[src/rtl/regfile_scoreboard.sv]
// regfile_scoreboard
//   Architectural register file (64 x 32-bit, r0 hardwired to zero) with a
//   per-register pending-write counter. Decode stalls on read-after-write
//   hazards and when a destination already has three writes in flight.
//
// Ports
//   clk, reset               clock (rising edge), asynchronous active-high reset
//   WBWE, WBAddr, WBData     write-back port
//   RdAddrA/B, UseA/B        decode source operands
//   IssueValid/WE/Addr       instruction leaving decode and its destination
//   RdDataA/B                combinational read data with write-back bypass
//   Stall                    combinational decode hold
//   ErrUnderflow             sticky: write-back to a register with no pending write
module regfile_scoreboard (
    input  logic        clk,
    input  logic        reset,
    input  logic        WBWE,
    input  logic [5:0]  WBAddr,
    input  logic [31:0] WBData,
    input  logic [5:0]  RdAddrA,
    input  logic [5:0]  RdAddrB,
    input  logic        UseA,
    input  logic        UseB,
    input  logic        IssueValid,
    input  logic        IssueWE,
    input  logic [5:0]  IssueAddr,
    output logic [31:0] RdDataA,
    output logic [31:0] RdDataB,
    output logic        Stall,
    output logic        ErrUnderflow
);

    logic [31:0] regs_q [64];
    logic [31:0] regs_d [64];
    logic [1:0]  cnt_q  [64];
    logic [1:0]  cnt_d  [64];
    logic        err_q, err_d;

    logic wb_nz;
    logic busy_a, busy_b, ovf_haz;
    logic inc, dec, underflow;

    assign wb_nz = WBWE && (WBAddr != 6'd0);

    // Read ports: r0 is zero, a same-cycle write-back is forwarded.
    always_comb begin
        if (RdAddrA == 6'd0)                   RdDataA = 32'd0;
        else if (WBWE && (WBAddr == RdAddrA))  RdDataA = WBData;
        else                                   RdDataA = regs_q[RdAddrA];

        if (RdAddrB == 6'd0)                   RdDataB = 32'd0;
        else if (WBWE && (WBAddr == RdAddrB))  RdDataB = WBData;
        else                                   RdDataB = regs_q[RdAddrB];
    end

    // A source stays busy unless its only outstanding write lands this cycle.
    always_comb begin
        busy_a = UseA && (RdAddrA != 6'd0) && (cnt_q[RdAddrA] != 2'd0) &&
                 !((cnt_q[RdAddrA] == 2'd1) && WBWE && (WBAddr == RdAddrA));
        busy_b = UseB && (RdAddrB != 6'd0) && (cnt_q[RdAddrB] != 2'd0) &&
                 !((cnt_q[RdAddrB] == 2'd1) && WBWE && (WBAddr == RdAddrB));
        ovf_haz = IssueValid && IssueWE && (IssueAddr != 6'd0) &&
                  (cnt_q[IssueAddr] == 2'd3);
    end

    assign Stall        = busy_a || busy_b || ovf_haz;
    assign inc          = IssueValid && IssueWE && (IssueAddr != 6'd0) && !Stall;
    assign dec          = wb_nz && (cnt_q[WBAddr] != 2'd0);
    assign underflow    = wb_nz && (cnt_q[WBAddr] == 2'd0);
    assign ErrUnderflow = err_q;

    always_comb begin
        regs_d = regs_q;
        cnt_d  = cnt_q;
        err_d  = err_q || underflow;
        if (wb_nz) begin
            regs_d[WBAddr] = WBData;
        end
        // Issue and retire to the same register cancel out.
        if (inc && !(dec && (WBAddr == IssueAddr))) begin
            cnt_d[IssueAddr] = cnt_q[IssueAddr] + 2'd1;
        end
        if (dec && !(inc && (WBAddr == IssueAddr))) begin
            cnt_d[WBAddr] = cnt_q[WBAddr] - 2'd1;
        end
    end

    always_ff @(posedge clk or posedge reset) begin
        if (reset) begin
            for (int i = 0; i < 64; i++) begin
                regs_q[i] <= 32'd0;
                cnt_q[i]  <= 2'd0;
            end
            err_q <= 1'b0;
        end else begin
            regs_q <= regs_d;
            cnt_q  <= cnt_d;
            err_q  <= err_d;
        end
    end

endmodule
[config.mk]
export PLATFORM = sky130hd
export DESIGN_NAME = regfile_scoreboard
export DESIGN_NICKNAME = d
export VERILOG_FILES = /design/src/rtl/regfile_scoreboard.sv
export SDC_FILE = /design/constraint.sdc
export NUM_CORES = 2
export LEC_CHECK = 0
export BUFFER_PORTS_ARGS = -buffer_cell sky130_fd_sc_hd__buf_2
export CAP_MARGIN = 40
export CORE_MARGIN = 1.5
export CORE_UTILIZATION = 55
export DETAILED_ROUTE_END_ITERATION = 12
export PLACE_DENSITY = 0.71
export SYNTH_ARGS = -nofsm -noshare
export SYNTH_HDL_FRONTEND = slang
export SYNTH_SLANG_ARGS = --single-unit
[constraint.sdc]
create_clock -name clk -period 88.4 [get_ports clk]
set_input_delay 13.26 -clock clk [delete_from_list [all_inputs] [get_ports clk]]
set_output_delay 13.26 -clock clk [all_outputs]
set_load 0.02 [all_outputs]
==> impl_metrics.yaml <==
setup_path:
  endpoint: "RdDataA[0]"
  start_kind: "input port"
  rr_worst_depth: 15
  r2r_slack_ns: 83.36
  path_max_fanout: 47
  path_class: "in2out"
  cpMaxStageDelayCell: "buf_4"
  worstSetupEndpointType: "output pin"
  cp_common_cell: "buf_4"
  critical_path_arrival_ns: 19.44
  crit_start: "RdAddrA[0]"
  r2r-start: "cnt_q[60]"
  max_stage_delay_ns: 0.76
  r2r_end: "cnt_q[52]"
  path_depth: 16
  crit_buf_inv: 7
  path_delay_family: "buffers and inverters"
  crit_chain: "buf_8 -> buf_4 -> buf_4 -> buf_12 -> buf_4 -> buf_4 -> mux2_2 -> a21oi_1 -> o21ai_0 -> o22ai_1 -> nor3_1 -> a21oi_1 -> a211oi_1 -> a21oi_1 -> nor2_1 -> buf_2"
  cp.required_ns: 75.14
drt:
  ant_nets: 0
  wl_met1_um: 155000
  detail_route.wl_per_cell_um: 35.7
  vias: 83500
  maxUsedRoutingLayer: "met5"
  drc: 0
  met2_length_um: 181000
  route.met3.wl_um: 45200
  drt-pass1-iter-count: 6
  first_iter_violations: 10500
  wl_um: 407000
  routed_via_density: 7.32
synth:
  ys_seq_elements: 2177
  syn_nets: 8610
  ys_warn_count: 0
  synth-edff-count: 0
  synth_flop_cell: "dfrtp_1"
  synth_cells: 8545
  ys_types: 73
  syn_area_um2: 122000
  syn_area_per_cell_um2: 14.2
  synthArstFlopShare: 1.00
  yosysSeqAreaShare: 0.448
die:
  core.rowCount: 172
  die_w_um: 473
  die_area_um2: 224000
  pin_count: 129
  start_util: 0.553
  die_h_um: 473
  core_um2: 220000
clock_tree:
  clockBufferDepth: 3
  cts-root-buf: "clkbuf_16"
  ctsHoldBuffers: 0
  clk_latency_ns: 0.92
  cts_resized: 0
  cts.sinks: 2177
  htreeDepth: 4
  post_cts.repair.setup_buffers: 0
  numCtsBuffers: 226
  tritoncts: "built"
  clk_pin_slew_ns: 0.06
pwr:
  internal_power_mw: 1.97
  clkPwrFrac: 0.356
  vdd_ir_drop_max_uv: 22.5
  pwr-share-seq: 0.450
  switchingPower_mw: 0.785
  power_density_nw_per_um2: 20.5
  switching_share: 0.284
  leakagePower_nw: 60.0
  p_comb_frac: 0.194
run:
  max-cap-violations: 0
timing:
  rsz0062_at_grt: "no"
  timing.setup.tns_ns: 0
  finalSetupViolCount: 0
  maxSlewViolCount: 0
  fin_crit_ns: 32.70
  slew_headroom: 0.215
  finalCritPeriodShare: 0.370
  tightestPinTransition_ns: 1.18
  skew_ns: 0.0491
  fmax_ghz: 0.0306
  final-hold-violation-count: 0
global_route:
  grt_pass1_vias: 85000
  overflow: 0
  track_usage: 0.365
  antenna_found_initial: 20
  grt_pass1_wl_um: 598000
  grt_start_max_net_pins: 129
layout:
  fin_cells: 11400
  nets: 8315
  drive_gt1_frac: 0.486
  syn_to_final_growth_pct: 10.7
  fin_util: 0.612
place:
  dp_cells: 11000
  dpl.hpwl_um: 238000
  portBuffers: 128
  gp_congestion: 0.989
worst_hold_path:
  hp-class: "reg2reg"
  holdCritStartpoint: "regs_q[2036]"
status:
  status: "complete, no violations"
-- layout make-up --
cell class | instances | area, um^2
Tap cell | 2958 | 3700
Sequential cell | 2177 | 54500
Inverter | 14 | 60.1
Fill cell | 16200 | 85200
Clock inverter | 80 | 950
Timing Repair Buffer | 452 | 5200
Antenna cell | 13 | 32.5
Multi-Input combinational cell | 5379 | 63500
Clock buffer | 335 | 6630
-- worst min-delay path by stage --
stage | to | slack (ns) | cells past startpoint
2_1_floorplan | regs_q[2039] | 0.44 | 1
3_3_place_gp | regs_q[2043] | 0.38 | 0
3_5_place_dp | regs_q[2039] | 0.38 | 0
4_1_cts | regs_q[2039] | 0.40 | 0
5_1_grt | regs_q[2041] | 0.41 | 0
6_report | regs_q[2036] | 0.40 | 0
-- power groups by stage --
stage               clock, mW  sequential (mW)  combinational [mW]
floorplan                   0             1.22               0.394
global placement            0             1.24               0.502
detailed placement          0             1.25               0.525
CTS                     0.990             1.24               0.527
global route             1.03             1.26               0.562
finish                  0.983             1.24               0.534
-- cells by family (layout without fill, tap and decap cells) --
logic type               Yosys count  after routing  share of synthesized area
buffers and inverters            989            881                     0.0332
flip-flops                      2177           2177                      0.448
adder cells (fa/ha/maj)            2              2                   0.000206
AND/OR/NAND/NOR                  642            642                     0.0275
AO/OA/AOI/OAI                    896            896                     0.0467
other                              0             13                          0
XOR/XNOR                          18             18                    0.00130
multiplexers                    3821           3821                      0.443
-- layer usage --
metal | global-route usage | vias to the layer above
met2 | 0.536 | 5095
met4 | 0.205 | 8
met5 | 0 | -
met3 | 0.105 | 1304
met1 | 0.490 | 44600
li1 | - | 32500
-- placed cells by master (no fill, tap or decap), types with 8 or more instances in the layout --
cell type	synthesis	final
a211oi_1	85	84
a21oi_1	308	308
a22oi_1	46	46
and3_1	16	15
and4_1	19	19
buf_12	0	39
buf_16	0	77
buf_2	133	133
buf_4	34	186
buf_8	0	13
bufinv_16	0	15
clkbuf_1	667	56
clkbuf_16	0	229
clkbuf_8	0	50
clkinv_2	0	48
dfrtp_1	2177	2177
diode_2	0	13
inv_1	12	11
mux2_2	2135	2135
mux2i_1	655	655
mux4_2	1030	1030
nand2_1	123	91
nand2_2	0	17
nand2_4	0	15
nand2b_1	17	17
nand3_1	43	42
nand3b_1	8	8
nand4_1	42	42
nor2_1	197	164
nor2_4	0	33
nor2b_1	28	27
nor3_1	79	78
nor3_2	15	16
nor3_4	11	11
o21ai_0	130	130
o221ai_1	111	111
o22ai_1	148	148
xnor2_1	10	10
xor2_1	8	8
-- flip-flops by register name (all words and copies together), names as in the netlist --
signal        flops
cnt_q           128
regs_q         2048
ErrUnderflow      1
-- synthesized netlist by cell type (19+ instances only) --
| library cell | n | area share |
|---|---|---|
| mux4_2 | 1030 | 0.19 |
| nand4_1 | 42 | 0.0022 |
| nand3_1 | 43 | 0.0018 |
| a21oi_1 | 308 | 0.013 |
| nand2_1 | 123 | 0.0038 |
| o21ai_0 | 130 | 0.0054 |
| nor2_1 | 197 | 0.0061 |
| mux2i_1 | 655 | 0.054 |
| mux2_2 | 2135 | 0.20 |
| o22ai_1 | 148 | 0.0076 |
| buf_2 | 133 | 0.0055 |
| o221ai_1 | 111 | 0.0080 |
| a211oi_1 | 85 | 0.0053 |
| nor3_1 | 79 | 0.0033 |
| nor2b_1 | 28 | 0.0014 |
| dfrtp_1 | 2177 | 0.45 |
| buf_1 | 137 | 0.0042 |
| and4_1 | 19 | 0.0014 |
| buf_4 | 34 | 0.0021 |
| clkbuf_1 | 667 | 0.021 |
| a22oi_1 | 46 | 0.0028 |
-- per-stage QoR --
step	setup slack [ns]	total power [mW]	hold WS [ns]	cell area [um^2]
2_1_floorplan	13.63	1.62	0.441	122000
3_3_place_gp	54.91	1.74	0.377	124000
4_1_cts	55.83	2.75	0.397	134000
5_1_grt	55.40	2.85	0.410	135000
6_report	55.70	2.76	0.399	135000
3_5_place_dp	55.84	1.78	0.384	127000
(Power assumes the default switching activity.)
